$ cat src/rtl/instr_sequencer_pkg.sv
// Shared constants for the instruction-fetch sequencer: tick one-hots,
// FSM encoding, instruction width and default address width.
package instr_sequencer_pkg;

   localparam int unsigned AW_DEFAULT = 5;
   localparam int unsigned IW         = 9;

   typedef logic [IW-1:0] instr_t;

   localparam logic [3:0] T1 = 4'b0001;
   localparam logic [3:0] T2 = 4'b0010;
   localparam logic [3:0] T3 = 4'b0100;
   localparam logic [3:0] T4 = 4'b1000;

   localparam logic [1:0] S_IDLE = 2'b00;
   localparam logic [1:0] S_RUN  = 2'b01;
   localparam logic [1:0] S_STEP = 2'b10;
   localparam logic [1:0] S_HALT = 2'b11;

   function automatic logic is_active(input logic [1:0] s);
      return (s == S_RUN) || (s == S_STEP);
   endfunction

endpackage

$ cat src/rtl/instr_sequencer_if.sv
// Control, program-load and processor-facing signals of the sequencer.
// master drives the controls and tick; slave is the sequencer itself.
interface instr_sequencer_if
   import instr_sequencer_pkg::*;
#(
   parameter int unsigned AW = AW_DEFAULT
);
   logic [3:0]    tick;
   logic          run;
   logic          step;
   logic          restart;
   logic [AW-1:0] end_addr;
   logic          load_we;
   logic [AW-1:0] load_addr;
   instr_t        load_data;

   instr_t        din;
   logic [AW-1:0] pc;
   logic          proc_enable;
   logic [1:0]    state;
   logic          halted;
   logic [15:0]   retired;

   modport master (
      output tick, run, step, restart, end_addr, load_we, load_addr, load_data,
      input  din, pc, proc_enable, state, halted, retired
   );

   modport slave (
      input  tick, run, step, restart, end_addr, load_we, load_addr, load_data,
      output din, pc, proc_enable, state, halted, retired
   );
endinterface

$ cat src/rtl/instr_sequencer_prog_mem.sv
// Program memory: 2^AW x 9 register array, async clear, one synchronous
// write port and one combinational read port.
module prog_mem
   import instr_sequencer_pkg::*;
#(
   parameter int unsigned AW = AW_DEFAULT
) (
   input  logic          clk,
   input  logic          rst,
   input  logic          we_i,
   input  logic [AW-1:0] waddr_i,
   input  instr_t        wdata_i,
   input  logic [AW-1:0] raddr_i,
   output instr_t        rdata_o
);
   localparam int unsigned DEPTH = 1 << AW;

   instr_t mem_q [DEPTH];

   always_ff @(posedge clk or posedge rst) begin
      if (rst) begin
         for (int unsigned i = 0; i < DEPTH; i++) begin
            mem_q[i] <= '0;
         end
      end else if (we_i) begin
         mem_q[waddr_i] <= wdata_i;
      end
   end

   assign rdata_o = mem_q[raddr_i];

endmodule

$ cat src/rtl/instr_sequencer.sv
// Instruction-fetch sequencer: program counter, run/step/pause/halt FSM and
// retired-instruction counter gating the processor's tick FSM.
module instr_sequencer
   import instr_sequencer_pkg::*;
#(
   parameter int unsigned AW = AW_DEFAULT
) (
   input logic               clk,
   input logic               rst,
   instr_sequencer_if.slave  bus
);
   logic [1:0]    state_q, state_d;
   logic [AW-1:0] pc_q, pc_d;
   logic          en_q, en_d;
   logic [15:0]   retired_q, retired_d;
   logic          step_q;

   logic          retire;
   logic          step_edge;
   logic          at_end;
   logic          mem_we;

   assign retire    = en_q && (bus.tick == T4);
   assign step_edge = bus.step && !step_q;
   assign at_end    = (pc_q == bus.end_addr);
   assign mem_we    = bus.load_we && ((state_q == S_IDLE) || (state_q == S_HALT));

   always_comb begin
      state_d   = state_q;
      pc_d      = pc_q;
      retired_d = retired_q;

      case (state_q)
         S_IDLE: begin
            if (bus.run) begin
               state_d = S_RUN;
            end else if (step_edge) begin
               state_d = S_STEP;
            end else if (bus.restart) begin
               pc_d = '0;
            end
         end
         S_RUN: begin
            if (retire) begin
               if (at_end) begin
                  state_d = S_HALT;
               end else if (!bus.run) begin
                  state_d = S_IDLE;
               end
            end
         end
         S_STEP: begin
            if (retire) begin
               state_d = at_end ? S_HALT : S_IDLE;
            end
         end
         S_HALT: begin
            if (bus.restart) begin
               pc_d    = '0;
               state_d = S_IDLE;
            end
         end
         default: state_d = S_IDLE;
      endcase

      if (retire) begin
         pc_d      = pc_q + 1'b1;
         retired_d = retired_q + 16'd1;
      end

      // Enable rises one cycle after entering RUN/STEP, but drops on the retire edge itself.
      en_d = is_active(state_q) && is_active(state_d);
   end

   always_ff @(posedge clk or posedge rst) begin
      if (rst) begin
         state_q   <= S_IDLE;
         pc_q      <= '0;
         en_q      <= 1'b0;
         retired_q <= '0;
         step_q    <= 1'b0;
      end else begin
         state_q   <= state_d;
         pc_q      <= pc_d;
         en_q      <= en_d;
         retired_q <= retired_d;
         step_q    <= bus.step;
      end
   end

   prog_mem #(.AW(AW)) u_prog_mem (
      .clk     (clk),
      .rst     (rst),
      .we_i    (mem_we),
      .waddr_i (bus.load_addr),
      .wdata_i (bus.load_data),
      .raddr_i (pc_q),
      .rdata_o (bus.din)
   );

   assign bus.pc          = pc_q;
   assign bus.state       = state_q;
   assign bus.proc_enable = en_q;
   assign bus.halted      = (state_q == S_HALT);
   assign bus.retired     = retired_q;

endmodule

$ cat src/flat_wrapper.sv
// flat-port wrapper written by rule: the top's interface ports become plain ports
module instr_sequencer_flat import instr_sequencer_pkg::*;
#(
   parameter int unsigned AW = AW_DEFAULT
)
  (clk, rst, bus_tick, bus_run, bus_step, bus_restart, bus_end_addr, bus_load_we, bus_load_addr, bus_load_data, bus_din, bus_pc, bus_proc_enable, bus_state, bus_halted, bus_retired);
  instr_sequencer_if #(.AW(AW)) bus_i ();
  input logic clk;
  input logic rst;
  input wire logic [$bits(bus_i.tick)-1:0] bus_tick;
  input wire logic [$bits(bus_i.run)-1:0] bus_run;
  input wire logic [$bits(bus_i.step)-1:0] bus_step;
  input wire logic [$bits(bus_i.restart)-1:0] bus_restart;
  input wire logic [$bits(bus_i.end_addr)-1:0] bus_end_addr;
  input wire logic [$bits(bus_i.load_we)-1:0] bus_load_we;
  input wire logic [$bits(bus_i.load_addr)-1:0] bus_load_addr;
  input wire logic [$bits(bus_i.load_data)-1:0] bus_load_data;
  output wire logic [$bits(bus_i.din)-1:0] bus_din;
  output wire logic [$bits(bus_i.pc)-1:0] bus_pc;
  output wire logic [$bits(bus_i.proc_enable)-1:0] bus_proc_enable;
  output wire logic [$bits(bus_i.state)-1:0] bus_state;
  output wire logic [$bits(bus_i.halted)-1:0] bus_halted;
  output wire logic [$bits(bus_i.retired)-1:0] bus_retired;
  assign bus_i.tick = bus_tick;
  assign bus_i.run = bus_run;
  assign bus_i.step = bus_step;
  assign bus_i.restart = bus_restart;
  assign bus_i.end_addr = bus_end_addr;
  assign bus_i.load_we = bus_load_we;
  assign bus_i.load_addr = bus_load_addr;
  assign bus_i.load_data = bus_load_data;
  assign bus_din = bus_i.din;
  assign bus_pc = bus_i.pc;
  assign bus_proc_enable = bus_i.proc_enable;
  assign bus_state = bus_i.state;
  assign bus_halted = bus_i.halted;
  assign bus_retired = bus_i.retired;
  instr_sequencer #(.AW(AW)) u_core (.clk(clk), .rst(rst), .bus(bus_i));
endmodule
$ cat config.mk
export PLATFORM = sky130hd
export DESIGN_NAME = instr_sequencer_flat
export DESIGN_NICKNAME = d
export VERILOG_FILES = /design/src/rtl/instr_sequencer_pkg.sv /design/src/rtl/instr_sequencer_if.sv /design/src/rtl/instr_sequencer_prog_mem.sv /design/src/rtl/instr_sequencer.sv /design/src/flat_wrapper.sv
export SDC_FILE = /design/constraint.sdc
export NUM_CORES = 1
export LEC_CHECK = 0
export CAP_MARGIN = 30
export CELL_PAD_IN_SITES_DETAIL_PLACEMENT = 2
export CELL_PAD_IN_SITES_GLOBAL_PLACEMENT = 2
export CORE_ASPECT_RATIO = 0.5
export CORE_MARGIN = 4
export CORE_UTILIZATION = 48
export CTS_CLUSTER_SIZE = 30
export DETAILED_ROUTE_END_ITERATION = 7
export MAX_ROUTING_LAYER = met4
export PLACE_DENSITY_LB_ADDON = 0.05
export RECOVER_POWER = 50
export SLEW_MARGIN = 40
export SYNTH_ARGS = -nofsm -noshare
export SYNTH_HDL_FRONTEND = slang
export SYNTH_SLANG_ARGS = --single-unit
$ cat constraint.sdc
create_clock -name clk -period 22.1 [get_ports clk]
set_clock_uncertainty 0.05 [all_clocks]
set_input_delay 6.63 -clock clk [delete_from_list [all_inputs] [get_ports clk]]
set_output_delay 6.63 -clock clk [all_outputs]
set_load 0.05 [all_outputs]
# Word level (Yosys, flattened, before mapping)
# Cells that the tools add are included.
# totals
input_bits	29
wordCells	85
ff_bits	313
ramBits	0
latchBits	0
n_memories	0
mem_bits_ro	0
output_inout_bits	34
# op_classes
bitwise_logic	2
add_sub_neg	2
reduce_logical	12
mux	20
n_mul	0
shifts	0
n_eq_ne	9
div_mod_pow	0
magnitude_cmp	3
# ops
cell	count
$bwmux W288	1
$bmux W9 S5	1
$demux W9 S5	1
$mux W9	3
$mux W5	4
$add A16 B1 Y16 const B	1
$mux W2	8
$ge A6 B6 Y1 const B	2
$not A5 Y6	2
$pmux W5 S2	1
$pmux W2 S4	1
$eq A2 B2 Y1 const B	3
$lt A6 B1 Y1 const B	1
$ne A3 B2 Y1 const B	2
$add A5 B1 Y5 const B	1
$eq A5 B5 Y1	1
$logic_and A1 B1 Y1	5
$eq A2 B1 Y1 const B	2
$eq A4 B4 Y1 const B	1
$logic_or A1 B1 Y1	3
$reduce_and A3 Y1	1
$reduce_bool A3 Y1	1
$logic_not A2 Y1	1
$logic_not A1 Y1	1

# Logic depth before layout (Yosys ltp)
# depth
word_depth	8
ltp_mapped	8

# Hierarchy
# From an unflattened synthesis, not the netlist that was laid out.
# unflattened
cells_unflattened	906
area_unflattened_um2	14385.0
# modules_own_cells
mod	instances	area_each_um2	cells_per_inst	seq_area_each_um2
prog_mem	1	13090.1	780	7206.9
instr_sequencer	1	1295.0	126	625.6

# Worst setup path after synthesis
# OpenSTA, ideal clock, no wires.
# synth_path
path_kind	register to output
from	register u_core.pc_q[1], in the netlist u_core.bus.pc[1]
to	output bus_din[8]
path_slack_ps	12875
t_arrival_ps	2545
required_ps	15420
stages_incl_launch_ff	6
cell_sequence	dfrtp_1 > clkbuf_1 > clkbuf_1 > mux4_2 > mux4_2 > mux2_2
# synth_via
elab_chain_cells	4
# synth_rtl
element	line	rtl
start, declared	instr_sequencer.sv:13	logic [AW-1:0] pc_q, pc_d;
start signal, assigned	instr_sequencer.sv:84	pc_q <= pc_d;
$not A5 Y6 (implied by the code)	instr_sequencer_prog_mem.sv:30	assign rdata_o = mem_q[raddr_i];
$bmux W9 S5	instr_sequencer_prog_mem.sv:30	
$mux W9 (implied by the code) (2 in series)	instr_sequencer_prog_mem.sv:30	
end, declared	flat_wrapper.sv:18	output wire logic [$bits(bus_i.din)-1:0] bus_din;
# Every way passes these cells. The select of a mux whose other input is x is not followed.

==> reports/qor_table.md <==
| Group | Quantity | Value |
|:---|:---|:---|
| routing | Post-DR vias/cell | 6.053 |
| routing | Sum of routed wire length over all layers | 39900 microns |
| worst setup path | Largest stage delay on the critical path | 3160 ps |
| synthesis | Ys Warns | 0 |
| routing | Initial DRT Pass Iterations | 4 |
| floorplan | Horizontal die dimension | 252.8 microns |
| synthesis | Post-synthesis net count | 937 |
| pwr | Power density of the placed cells | 123.6 mW/mm^2 |
| synthesis | Cells after Synth | 901 |
| pwr | Switching power total | 0.6029 mW |
| placed design | Quantity of I/O buffers inserted on ports | 62 |
| routing | First DRT Iteration DRCs | 439 |
| clock tree | Resized cells post-CTS | 0 |
| sta | Final hold slack | 439.0 ps |
| pwr | Internal portion of total power | 1.408 mW |
| floorplan | Ports | 63 |
| outcome | Failing checks | capacitance limit, slew limit |
| finish | Fraction of final layout cells with drive strength greater than 1 | 44.88% |
| finish | Number of inserted diodes | 0 |
| finish | Layout overhead on the synthesized area | 13.13% |
| worst setup path | Cell with the largest stage delay on the worst path | clkinvlp_2 |
| global route | Number of global-route vias before repair | 9424 |
| synthesis | Async SR Flop Fraction | 100.0% |
| routing | Remaining number of nets flagged by the antenna check after routing | 0 |
| clock tree | Total clock sinks | 313 |
| pwr | Seq pwr share | 46.0% |
| clock tree | Clock tree from TritonCTS | done |
| worst setup path | Category of the worst setup path capture point | asynchronous set/reset pin |
| routing | Wire length per cell after detailed routing | 29.19 microns |
| global route | Total congestion overflow after global routing | 0 |
| finish | Final Net Count | 991 |
| placed design | Placer congestion estimate | 0.7454 |
| clock tree | Clock Tree Root | clkbuf_16 |
| pwr | Worst voltage drop across the vdd grid | 73.49 uV |
| sta | RSZ-0062 raised after global routing | no |
| sta | Worst Max-Slew Pin Slew | 5688 ps |
| finish | Filler Cell Count | 2540 |
| synthesis | Ys flop type | dfrtp_1 |
| sta | Final Hold Viols | 0 |
| synthesis | Distinct cell type count of the synthesized netlist | 40 |
| clock tree | Insertion delay of the later-clocked pin in the worst-skew pair | 550 ps |
| synthesis | Post-synth EDFFs | 0 |
| sta | Count of endpoints failing setup in the final report | 0 |
| pwr | Clock group share of total power | 25.4% |
| routing | Number of DRC violations after detailed routing | 0 |
| clock tree | H-tree depth | 1 |
| outcome | Result of the run | complete, but fails checks |
| pwr | Static Leakage | 7.250 nW |
| sta | Peak Freq | 0.07518 GHz |
| global route | Number of antenna violations at the first check in global routing | 2 |
| worst setup path | Type of element launching the critical path | input pin |
| finish | Finished layout cell area | 0.01627 sq mm |
| synthesis | Count of state elements after synthesis | 313 |
| run | Max capacitance violation total | 3 |
| floorplan | Initial core utilization | 49.20% |
| clock tree | Quantity of hold-fixing buffers added after cts | 0 |
| pwr | Combinational fraction of design power | 28.6% |
| placed design | Placed inst area | 0.01538 sq mm |
| synthesis | Netlist area before placement | 0.01438 sq mm |
| global route | Global-route wire length before repair | 61330 microns |
| worst setup path | Required time at the endpoint of the critical path | 21910 ps |
| clock tree | Clock transition at path regs | 60 ps |
| floorplan | Total core area | 0.02923 sq mm |
| synthesis | Synthesized area per cell | 15.96 sq um |
| floorplan | Placement Rows | 44 |
| clock tree | Setup Fix Bufs, Post-CTS | 0 |
| global route | Maximum number of pins on one net before global-route repair | 124 |
| worst setup path | Peak fanout along the critical path | 123 |
| worst setup path | Ordered list of cells on the worst path | dlygate4sd3_1 -> clkinvlp_2 -> clkbuf_1 |
| worst setup path | WS Path Type | in -> async |
| global route | Global routing usage summed across all routing layers | 25.67% |
| routing | Total number of vias | 8275 |
| sta | Slew Viols, Final | 253 |
| clock tree | Maximum clock insertion buffer count | 3 |
| clock tree | CTS buffer count | 29 |
| sta | Total negative slack for setup checks | 0 ps |
| pwr | Pwr Total | 2.011 mW |
| finish | Final core area utilization | 55.66% |
| pwr | Switching fraction of total power | 29.97% |
| sta | Share of the cycle needed by the critical path after routing | 60.19% |
| floorplan | Die area | 0.03297 sq mm |
| sta | Post-layout min period | 13300 ps |
| sta | Slew Limit Headroom | -281.3% |
| min path | Class of the worst hold path | reg -> reg |
| placed design | HPWL Detailed | 24610 microns |
| floorplan | Floorplan die height | 130.4 microns |
| synthesis | Sequential area share after synthesis | 54.45% |
| worst setup path | Signal arrival time at the worst endpoint | 13110 ps |
-- synthesized netlist by cell type (3+ instances only) --
master	count	area (sq um)
buf_6	6	67.56
and4_1	4	35.03
mux2_2	281	3164
nor2b_1	4	25.02
dfrtp_1	313	7833
xor2_1	7	61.31
and3_1	3	18.77
mux4_2	90	2027
nor3b_1	3	22.52
nand2b_1	4	25.02
nor2_2	8	50.05
inv_1	4	15.01
nand3b_1	3	22.52
ha_1	7	87.58
buf_2	3	15.01
mux2_1	18	202.7
clkbuf_1	45	168.9
xnor2_1	15	131.4
buf_1	3	11.26
nor2_1	13	48.80
nor3_1	3	15.01
nand3_1	10	50.05
nand2_1	28	105.1
a22o_1	3	26.28
o21ai_0	5	25.02
-- area by class of cell --
| cell class | count | area [sq um] | share of cell area (%) |
|---|---|---|---|
| Inverter | 4 | 16.27 | 0.09996 |
| Timing Repair Buffer | 80 | 714.4 | 4.391 |
| Tap cell | 391 | 489.2 | 3.007 |
| Clock buffer | 45 | 855.8 | 5.260 |
| Clock inverter | 7 | 88.84 | 0.5459 |
| Sequential cell | 313 | 7840 | 48.18 |
| Multi-Input combinational cell | 527 | 6267 | 38.52 |
-- state kept, by name (all words and copies together), names as in the netlist --
| register | cells |
|---|---|
| u_core.u_prog_mem.mem_q | 288 |
| u_core.bus.retired | 16 |
| u_core.bus.pc | 5 |
| u_core.bus.state | 2 |
| u_core.bus.proc_enable | 1 |
| u_core.step_q | 1 |
-- per-layer routing --
metal / global-route usage [%] / share of wire, % / up-vias / wire (microns)
li1: - / - / 3457 / -
met1: 35.27 / 46 / 4621 / 18380
met2: 42.66 / 49 / 150 / 19400
met3: 3.600 / 4.0 / 47 / 1577
met4: 3.758 / 1.4 / 0 / 546
met5: - / 0 / - / 0
-- kinds of logic after synthesis --
family / share of synthesized area [%]
mux: 37.57
flops: 54.45
simple gates: 3.340
buf+inv: 1.931
xor+xnor: 1.340
compound gates: 0.7569
fa+ha+maj: 0.6089
-- cells in the final DEF (no fill, tap or decap), types with 7 or more instances in the layout --
cell	count
dfrtp_1	311
mux2_2	277
mux4_2	90
clkdlybuf4s50_1	50
clkbuf_16	29
nand2_1	28
mux2_1	22
clkbuf_1	18
xnor2_1	15
nor2_1	13
nand3_1	10
nor2_2	8
buf_2	8
xor2_1	7
ha_1	7
clkbuf_8	7
-- power by group through the flow --
stage / Combinational (mW) / Clock (mW) / Sequential, mW
2_1_floorplan: 0.434 / 0 / 0.887
3_3_place_gp: 0.524 / 0 / 0.919
3_5_place_dp: 0.575 / 0 / 0.928
4_1_cts: 0.583 / 0.521 / 0.923
5_1_grt: 0.616 / 0.552 / 0.948
6_report: 0.574 / 0.511 / 0.926
-- path summary, 6_finish.rpt --
kind                                                    startpoint                                  endpoint  slack [ps]  depth (start not counted)
setup / recovery                                               rst   u_core.u_prog_mem.mem_q[13]$_DFFE_PP0P_        8800                          3
hold / removal             u_core.u_prog_mem.mem_q[45]$_DFFE_PP0P_   u_core.u_prog_mem.mem_q[45]$_DFFE_PP0P_         440                          1
min in group asynchronous                                      rst                   u_core.step_q$_DFF_PP0_        8250                          2
hold reg to reg            u_core.u_prog_mem.mem_q[45]$_DFFE_PP0P_   u_core.u_prog_mem.mem_q[45]$_DFFE_PP0P_         440                          1
max in group clk                      u_core.bus.pc[0]$_DFFE_PP0P_                                bus_din[8]       11300                          6
setup reg to reg                     u_core.bus.state[0]$_DFF_PP0_  u_core.u_prog_mem.mem_q[172]$_DFFE_PP0P_       18830                          6
-- per-stage QoR --
step	setup slack (ps)	instances
floorplan	6762	901
global placement	11410	1312
detailed placement	11800	1315
CTS	11220	1367
global route	7395	1367
finish	8799	1367
-- critical path: cells and delay by family --
family | cells | cell delay [ps]
buffers and inverters | 3 | 6370
Note: power is estimated with default switching activity, not from simulation.
